File: config.mk
export PLATFORM = sky130hd
export DESIGN_NAME = psk_symbol_mapper_flat
export DESIGN_NICKNAME = d
export VERILOG_FILES = /design/src/rtl/psk_symbol_mapper_if.sv /design/src/rtl/psk_symbol_mapper.sv /design/src/flat_wrapper.sv
export SDC_FILE = /design/constraint.sdc
export NUM_CORES = 1
export LEC_CHECK = 0
export ABC_CLOCK_PERIOD_IN_PS = 2700
export CAP_MARGIN = 20
export CORE_MARGIN = 1
export CORE_UTILIZATION = 45
export CTS_CLUSTER_DIAMETER = 200
export CTS_CLUSTER_SIZE = 16
export DETAILED_ROUTE_END_ITERATION = 16
export PLACE_DENSITY = 0.75
export SLEW_MARGIN = 15
export SYNTH_ARGS = -nofsm -noshare
export SYNTH_HDL_FRONTEND = slang
export SYNTH_SLANG_ARGS = --single-unit
File: constraint.sdc
create_clock -name clk -period 2.7 [get_ports clk]
set_input_delay 0.54 -clock clk [delete_from_list [all_inputs] [get_ports clk]]
set_output_delay 0.54 -clock clk [all_outputs]
set_load 0.005 [all_outputs]
File: src/rtl/psk_symbol_mapper_if.sv
// rtl/psk_symbol_mapper_if.sv - symbol stream in / I-Q stream out bundle for the PSK mapper
interface psk_symbol_mapper_if #(
    parameter int BYTES    = 1,
    parameter int IQ_WIDTH = 12
);
    logic [BYTES*8-1:0]         I_tdata;
    logic                       I_tvalid;
    logic                       I_tready;
    logic                       I_tlast;
    logic                       I_tuser;
    logic signed [IQ_WIDTH-1:0] O_i;
    logic signed [IQ_WIDTH-1:0] O_q;
    logic                       O_vld;
    logic                       O_ready;
    logic                       O_last;
    logic                       O_bpsk;

    modport slave (
        input  I_tdata, I_tvalid, I_tlast, I_tuser, O_ready,
        output I_tready, O_i, O_q, O_vld, O_last, O_bpsk
    );

    modport master (
        output I_tdata, I_tvalid, I_tlast, I_tuser, O_ready,
        input  I_tready, O_i, O_q, O_vld, O_last, O_bpsk
    );
endinterface

File: src/rtl/psk_symbol_mapper.sv
// rtl/psk_symbol_mapper.sv - BPSK/QPSK symbol to signed I/Q mapper with guard insertion
module psk_symbol_mapper #(
    parameter int BYTES    = 1,
    parameter int IQ_WIDTH = 12,
    parameter int AMP_BPSK = 2047,
    parameter int AMP_QPSK = 1447,
    parameter int GUARD    = 4
) (
    input  logic                clk,
    input  logic                rst_n,
    psk_symbol_mapper_if.slave  bus,
    output logic [15:0]         sym_cnt,
    output logic                pkt_done
);
    typedef enum logic [1:0] {IDLE, RUN, GUARD_ST} state_t;

    localparam logic signed [IQ_WIDTH-1:0] B_POS = IQ_WIDTH'(AMP_BPSK);
    localparam logic signed [IQ_WIDTH-1:0] B_NEG = -B_POS;
    localparam logic signed [IQ_WIDTH-1:0] Q_POS = IQ_WIDTH'(AMP_QPSK);
    localparam logic signed [IQ_WIDTH-1:0] Q_NEG = -Q_POS;
    localparam logic [7:0] GUARD_LAST = (GUARD == 0) ? 8'd0 : 8'(GUARD - 1);
    localparam bit         NO_GUARD   = (GUARD == 0);

    state_t                     r_state, w_state_n;
    logic signed [IQ_WIDTH-1:0] r_i, r_q, w_i_n, w_q_n, w_map_i, w_map_q;
    logic                       r_vld, r_last, r_bpsk, r_gsym, r_pkt_done;
    logic                       w_vld_n, w_last_n, w_bpsk_n, w_gsym_n, w_pkt_done_n;
    logic [15:0]                r_sym_cnt, w_sym_cnt_n;
    logic [7:0]                 r_guard_cnt, w_guard_cnt_n;
    logic                       w_slot_free, w_tready, w_in_xfer, w_out_xfer;

    assign w_slot_free  = ~r_vld | bus.O_ready;
    assign w_tready     = w_slot_free & (r_state != GUARD_ST);
    assign w_in_xfer    = bus.I_tvalid & w_tready;
    assign w_out_xfer   = r_vld & bus.O_ready;

    assign bus.I_tready = w_tready;
    assign bus.O_i      = r_i;
    assign bus.O_q      = r_q;
    assign bus.O_vld    = r_vld;
    assign bus.O_last   = r_last;
    assign bus.O_bpsk   = r_bpsk;
    assign sym_cnt      = r_sym_cnt;
    assign pkt_done     = r_pkt_done;

    always_comb begin
        w_map_i = '0;
        w_map_q = '0;
        if (bus.I_tuser) begin
            w_map_i = bus.I_tdata[0] ? B_POS : B_NEG;
        end else begin
            w_map_i = bus.I_tdata[1] ? Q_POS : Q_NEG;
            w_map_q = bus.I_tdata[0] ? Q_POS : Q_NEG;
        end
    end

    always_comb begin
        w_state_n     = r_state;
        w_i_n         = r_i;
        w_q_n         = r_q;
        w_vld_n       = r_vld;
        w_last_n      = r_last;
        w_bpsk_n      = r_bpsk;
        w_gsym_n      = r_gsym;
        w_sym_cnt_n   = r_sym_cnt;
        w_guard_cnt_n = r_guard_cnt;
        w_pkt_done_n  = w_out_xfer & r_last;

        case (r_state)
            GUARD_ST: begin
                // r_gsym tells a draining guard symbol apart from the tlast data symbol
                if (w_slot_free) begin
                    w_i_n    = '0;
                    w_q_n    = '0;
                    w_bpsk_n = 1'b1;
                    w_vld_n  = 1'b1;
                    w_gsym_n = 1'b1;
                    if (r_vld && r_gsym) begin
                        w_guard_cnt_n = r_guard_cnt + 8'd1;
                        if (r_last) begin
                            w_vld_n   = 1'b0;
                            w_last_n  = 1'b0;
                            w_gsym_n  = 1'b0;
                            w_state_n = IDLE;
                        end else begin
                            w_last_n = ((r_guard_cnt + 8'd1) == GUARD_LAST);
                        end
                    end else begin
                        w_last_n = (r_guard_cnt == GUARD_LAST);
                    end
                end
            end
            default: begin
                if (w_in_xfer) begin
                    w_i_n    = w_map_i;
                    w_q_n    = w_map_q;
                    w_vld_n  = 1'b1;
                    w_bpsk_n = bus.I_tuser;
                    w_gsym_n = 1'b0;
                    w_last_n = bus.I_tlast & NO_GUARD;
                    if (r_state == IDLE)
                        w_sym_cnt_n = 16'd1;
                    else if (r_sym_cnt != 16'hFFFF)
                        w_sym_cnt_n = r_sym_cnt + 16'd1;
                    if (bus.I_tlast) begin
                        w_state_n     = NO_GUARD ? IDLE : GUARD_ST;
                        w_guard_cnt_n = 8'd0;
                    end else begin
                        w_state_n = RUN;
                    end
                end else if (w_out_xfer) begin
                    w_vld_n  = 1'b0;
                    w_last_n = 1'b0;
                end
            end
        endcase
    end

    always_ff @(posedge clk or negedge rst_n) begin
        if (!rst_n) begin
            r_state     <= IDLE;
            r_i         <= '0;
            r_q         <= '0;
            r_vld       <= 1'b0;
            r_last      <= 1'b0;
            r_bpsk      <= 1'b1;
            r_gsym      <= 1'b0;
            r_sym_cnt   <= 16'd0;
            r_guard_cnt <= 8'd0;
            r_pkt_done  <= 1'b0;
        end else begin
            r_state     <= w_state_n;
            r_i         <= w_i_n;
            r_q         <= w_q_n;
            r_vld       <= w_vld_n;
            r_last      <= w_last_n;
            r_bpsk      <= w_bpsk_n;
            r_gsym      <= w_gsym_n;
            r_sym_cnt   <= w_sym_cnt_n;
            r_guard_cnt <= w_guard_cnt_n;
            r_pkt_done  <= w_pkt_done_n;
        end
    end
endmodule

File: src/flat_wrapper.sv
// flat-port wrapper written by rule: the top's interface ports become plain ports
module psk_symbol_mapper_flat 
#(
    parameter int BYTES    = 1,
    parameter int IQ_WIDTH = 12,
    parameter int AMP_BPSK = 2047,
    parameter int AMP_QPSK = 1447,
    parameter int GUARD    = 4
)
  (clk, rst_n, sym_cnt, pkt_done, bus_I_tdata, bus_I_tvalid, bus_I_tlast, bus_I_tuser, bus_O_ready, bus_I_tready, bus_O_i, bus_O_q, bus_O_vld, bus_O_last, bus_O_bpsk);
  psk_symbol_mapper_if #(.BYTES(BYTES), .IQ_WIDTH(IQ_WIDTH)) bus_i ();
  input  logic clk;
  input  logic rst_n;
  output logic [15:0] sym_cnt;
  output logic pkt_done;
  input wire logic [$bits(bus_i.I_tdata)-1:0] bus_I_tdata;
  input wire logic [$bits(bus_i.I_tvalid)-1:0] bus_I_tvalid;
  input wire logic [$bits(bus_i.I_tlast)-1:0] bus_I_tlast;
  input wire logic [$bits(bus_i.I_tuser)-1:0] bus_I_tuser;
  input wire logic [$bits(bus_i.O_ready)-1:0] bus_O_ready;
  output wire logic [$bits(bus_i.I_tready)-1:0] bus_I_tready;
  output wire logic [$bits(bus_i.O_i)-1:0] bus_O_i;
  output wire logic [$bits(bus_i.O_q)-1:0] bus_O_q;
  output wire logic [$bits(bus_i.O_vld)-1:0] bus_O_vld;
  output wire logic [$bits(bus_i.O_last)-1:0] bus_O_last;
  output wire logic [$bits(bus_i.O_bpsk)-1:0] bus_O_bpsk;
  assign bus_i.I_tdata = bus_I_tdata;
  assign bus_i.I_tvalid = bus_I_tvalid;
  assign bus_i.I_tlast = bus_I_tlast;
  assign bus_i.I_tuser = bus_I_tuser;
  assign bus_i.O_ready = bus_O_ready;
  assign bus_I_tready = bus_i.I_tready;
  assign bus_O_i = bus_i.O_i;
  assign bus_O_q = bus_i.O_q;
  assign bus_O_vld = bus_i.O_vld;
  assign bus_O_last = bus_i.O_last;
  assign bus_O_bpsk = bus_i.O_bpsk;
  psk_symbol_mapper #(.BYTES(BYTES), .IQ_WIDTH(IQ_WIDTH), .AMP_BPSK(AMP_BPSK), .AMP_QPSK(AMP_QPSK), .GUARD(GUARD)) u_core (.clk(clk), .rst_n(rst_n), .bus(bus_i), .sym_cnt(sym_cnt), .pkt_done(pkt_done));
endmodule
* Word level (Yosys, flattened, before mapping)
Cells that the tools add are included.
** Word-level totals
- Register bits :: 55
- Input bits :: 14
- Logic and storage cells :: 77
** Operators by class
- Add/subtract/negate cells :: 2
- Equal/unequal tests :: 8
- Multiplexer cells :: 39
- Bitwise logic cells :: 7
- Reduce and logical (&&, ||, !) cells :: 11
** Operators by type and width (count)
- $mux 12 :: 10
- $mux 8 :: 5
- $mux 16 :: 2
- $add 16x1->16 const B :: 1
- $eq 8x2->1 const B :: 2
- $mux 1 :: 16
- $ne 16x16->1 const B :: 1
- $mux 2 :: 6
- $add 8x1->8 const B :: 1
- $reduce_and 4->1 :: 2
- $ne 2x1->1 const B :: 3
- $reduce_bool 2->1 :: 3
- $and 1x1->1 :: 4
- $reduce_and 2->1 :: 2
- $reduce_and 3->1 :: 1
- $reduce_bool 3->1 :: 1
- $eq 2x2->1 const B :: 1
- $logic_not 2->1 :: 1
- $ne 2x2->1 const B :: 1
- $not 1->1 :: 2
- $logic_and 1x1->1 :: 1
- $or 1x1->1 :: 1

* Logic depth before layout (Yosys ltp)
Gate-level depths: netlist (run 1).
- Depth after elaboration :: 6
- Gate-level depth with buffers :: 8
- Mapped depth without buffers :: 6

* Worst setup path before layout (run 1)
OpenSTA, ideal clock, no wires.
- Kind :: reg2reg
- Start :: register u_core.r_state[1]
- End :: register u_core.r_sym_cnt[10], in the netlist u_core.sym_cnt[10]
- Library setup time :: 0.129 ns
- Arrival time :: 1.829 ns
- Path slack :: 0.742 ns
- Cell stages (with the launch flop) :: 8
- Path buffers :: 2
- Period minus slack after synthesis :: 1.958 ns
- Cells stage by stage :: dfrtp_1 nor2b_4 buf_6 or4b_4 buf_6 a2111oi_4 xnor2_1 nor2_2
** On the way
- Word-level cells in the longest chain between the ends :: 4
- Elaborated cells on any way between the ends :: 9
** RTL lines
- start, declared :: RTL line psk_symbol_mapper.sv:24 : state_t r_state, w_state_n;
- start signal, assigned :: RTL line psk_symbol_mapper.sv:132 : r_state <= w_state_n;
- $ne 2x2->1 :: RTL line psk_symbol_mapper.sv:33 : assign w_tready = w_slot_free & (r_state != GUARD_ST);
- $and 1x1->1 :: RTL line psk_symbol_mapper.sv:33
- $and 1x1->1 :: RTL line psk_symbol_mapper.sv:34 : assign w_in_xfer = bus.I_tvalid & w_tready;
- $reduce_and 3->1 (no line)
- end signal, assigned :: RTL line psk_symbol_mapper.sv:139 : r_sym_cnt <= w_sym_cnt_n;
- end, declared :: RTL line psk_symbol_mapper.sv:28 : logic [15:0] r_sym_cnt, w_sym_cnt_n;
Several ways; a longest one is shown, not always the timed one.
A chain may end at the register's enable or synchronous reset.

* Final worst setup path (run 1)
- Start :: input bus_O_ready
- End :: output bus_I_tready
** On the way
- Word-level cells in the longest chain between the ends :: 2
** RTL lines
- start, declared :: RTL line flat_wrapper.sv:20 : input wire logic [$bits(bus_i.O_ready)-1:0] bus_O_ready;
- $or 1x1->1 :: RTL line psk_symbol_mapper.sv:32 : assign w_slot_free = ~r_vld | bus.O_ready;
- $and 1x1->1 :: RTL line psk_symbol_mapper.sv:33
- end, declared :: RTL line flat_wrapper.sv:21 : output wire logic [$bits(bus_i.I_tready)-1:0] bus_I_tready;
Every way passes these cells.

==> results.yml, run 1 <==
outcome:
  status: "complete, no violations"
clock_network:
  ctsResizeCount: 0
  cts_tree: "yes"
  clk-insertion-delay-late_ns: 0.29
  numCtsBuffers: 5
  clock-sinks: 38
  clock-root-buffer: "clkbuf_8"
  post_cts_buffers: 0
  clk_pin_slew_worst_paths_ns: 0.07
  h-tree-depth: 2
  postCtsHoldBufs: 0
  clock_path_buffers: 2
synth:
  yosysWarnings: 0
  post_synth_most_frequent_cells: "dfrtp_1, o21ai_0, nor2_1, nand2_1, buf_4"
  synth_seq_area_share: 0.4376
  synth_area_um2: 2176
  ys_async_sr_fraction: 1.000
  synth_cell_types: 44
  synth_top_area_frac: 0.4255
  ys.flop_type: "dfrtp_1"
  yosysMostFrequentCell: "dfrtp_1"
  netlist_top_cells_area: "dfrtp_1, o21ai_0, buf_4"
  syn-num-nets: 254
  synthCells: 237
  ys_seq_elements: 38
  synth_top_area_cell: "dfrtp_1"
  avgSynthCellArea_um2: 9.181
  synth-edff-count: 0
sta:
  maxSlewHeadroom: 0.4519
  final.setup.tns_ns: 0
  min_period_ns: 2.327
  layout_setup_ws_ns: 0.3733
  slew_viol_final: 0
  finalHoldViolations: 0
  setup_violations: 0
  period_share: 0.8617
  grt_setup_unrepaired: "false"
  worst_slew_pin_slew_ns: 0.8221
  fin_skew_ns: 0.004769
  fmax_mhz: 429.8
layout:
  final_cells: 327
  insertedDiodeCount: 0
  fin_nets: 291
  syn_to_final_growth_pct: 24.67
  drive_gt1_frac: 0.08364
floorplanning:
  die_w_um: 71.54
  die_area_um2: 5117
  design.core.area_um2: 4504
  placementRows: 24
  ioPinCount: 59
  die_h_um: 71.54
  start_util: 0.4831
detailed_routing:
  viasPerCell: 5.615
  wl_per_cell_um: 13.72
  drc: 0
  num_vias: 1836
  drt_iter0_drc: 127
  routed_wl_um: 4485
  ant_nets: 0
  drtPass1Iterations: 4
placed_design:
  dp_hpwl_um: 3203
  portBuffers: 52
  dp_cells: 319
  globalplace.congestion: 0.8702
  post-place-ws_ns: 0.2485
pwr:
  power_leakage_nw: 1.090
  power.density_cell_area_nw_per_um2: 740.7
  peakVddDrop_uv: 370.8
global_routing:
  antenna_found_initial: 0
  grt_overflow: 0
  grt_pass1_wl_um: 7417
  grt_max_degree: 39
  track_usage: 0.1866
  grt_pass1_vias: 1644
setup_path:
  r2r-start: "u_core.sym_cnt[0]"
  r2r_end: "u_core.sym_cnt[10]"
  reg2reg_slack_ns: 0.69
  worstPathArrival_ns: 1.79
  cp-start-kind: "input pin"
  crit_fanout: 4
  worstPathRequired_ns: 2.16
  r2r_cells: 6
  endpoint_kind: "output port"
  critical_path_class: "input pin to output port"
run:
  max_cap_violations: 0
worst_hold_path:
  hp-class: "input pin to asynchronous set/reset pin"
## state kept, by name, indices dropped and copies added (netlist names), 2 cells and up
name / flops
u_core.bus.O_i: 4
u_core.bus.O_q: 3
u_core.r_guard_cnt: 8
u_core.r_state: 2
u_core.sym_cnt: 16
## report_power, final
part,internal (W),total (W),switching [W]
Combinational,0.000438,0.000696,0.000258
Clock,0.000276,0.000468,0.000192
Sequential,0.000690,0.000845,0.000155
Total,0.00140,0.00201,0.000605
## kinds of logic (layout without fill, tap and decap cells)
kind of cell	after synthesis	after routing	synth area share
AOI/OAI and AO/OA	46	46	0.1369
muxes	2	2	0.009776
DFF	38	38	0.4376
and+or+nand+nor	102	102	0.2450
xor gates and xnor gates	15	15	0.06038
buffers and inverters	31	69	0.09315
adders and majority gates	3	3	0.01725
## cell usage in the layout, fill, tap and decap left out, types with 5 or more instances in the layout
master           instances
dfrtp_1                 37
nand3_1                 15
nand2_1                 19
o21ai_0                 27
nor3_1                   7
clkbuf_8                 5
clkdlybuf4s50_1         51
nor2_1                  22
nand4_1                  7
xnor2_1                 14
and3_1                   7
nand2b_1                 7
buf_4                    5
## final cells by class
type,instances,area [µm²]
flip-flops and latches,38,952.2
inverters,4,15.01
fillers,383,1792
clock inverters,1,30.03
repair buffers,57,553.0
multi-input cells,168,1021
clock buffers,7,76.32
well taps,52,65.06
## routing by layer
layer,up-vias,wire [µm],GRT usage
li1,889,-,-
met1,873,2095,0.2450
met2,68,2063,0.3037
met3,6,261,0.03235
met4,0,65,0.08497
met5,-,0,0
## critical path: stages
cell             delay [ns]
clkdlybuf4s50_1        0.45
nor2b_1                0.27
nor2_1                 0.07
clkdlybuf4s50_1        0.45
## per-stage QoR
stage                     hold WS [ns]  area, µm²  utilization  power [W]
after floorplan                 0.2444       2176            -   0.001230
after global placement          0.4597       2606       0.5786   0.001536
after detailed placement        0.4624       2606       0.5786   0.001556
after CTS                       0.3760       2713       0.6022   0.002030
after global routing            0.4113       2713       0.6022   0.002142
final                           0.3413       2713       0.6022   0.002009
## worst max path at each step
stage | to | startpoint | slack, ns | cells after the start
floorplan | u_core.sym_cnt[10] | u_core.r_state[1] | 0.74 | 7
global placement | u_core.sym_cnt[10] | bus_O_ready | 0.29 | 6
detailed placement | u_core.sym_cnt[10] | bus_O_ready | 0.25 | 6
CTS | bus_I_tready | bus_O_ready | 0.38 | 4
global route | bus_I_tready | bus_O_ready | 0.31 | 4
finish | bus_I_tready | bus_O_ready | 0.37 | 4
Power figures use the tool's default switching activity.
==> run 2, diff against run 1 <==
- ABC_CLOCK_PERIOD_IN_PS: 2700 -> not set
==> results of run 2 <==
The final DEF is identical to that of run 1; final timing and power are the same.
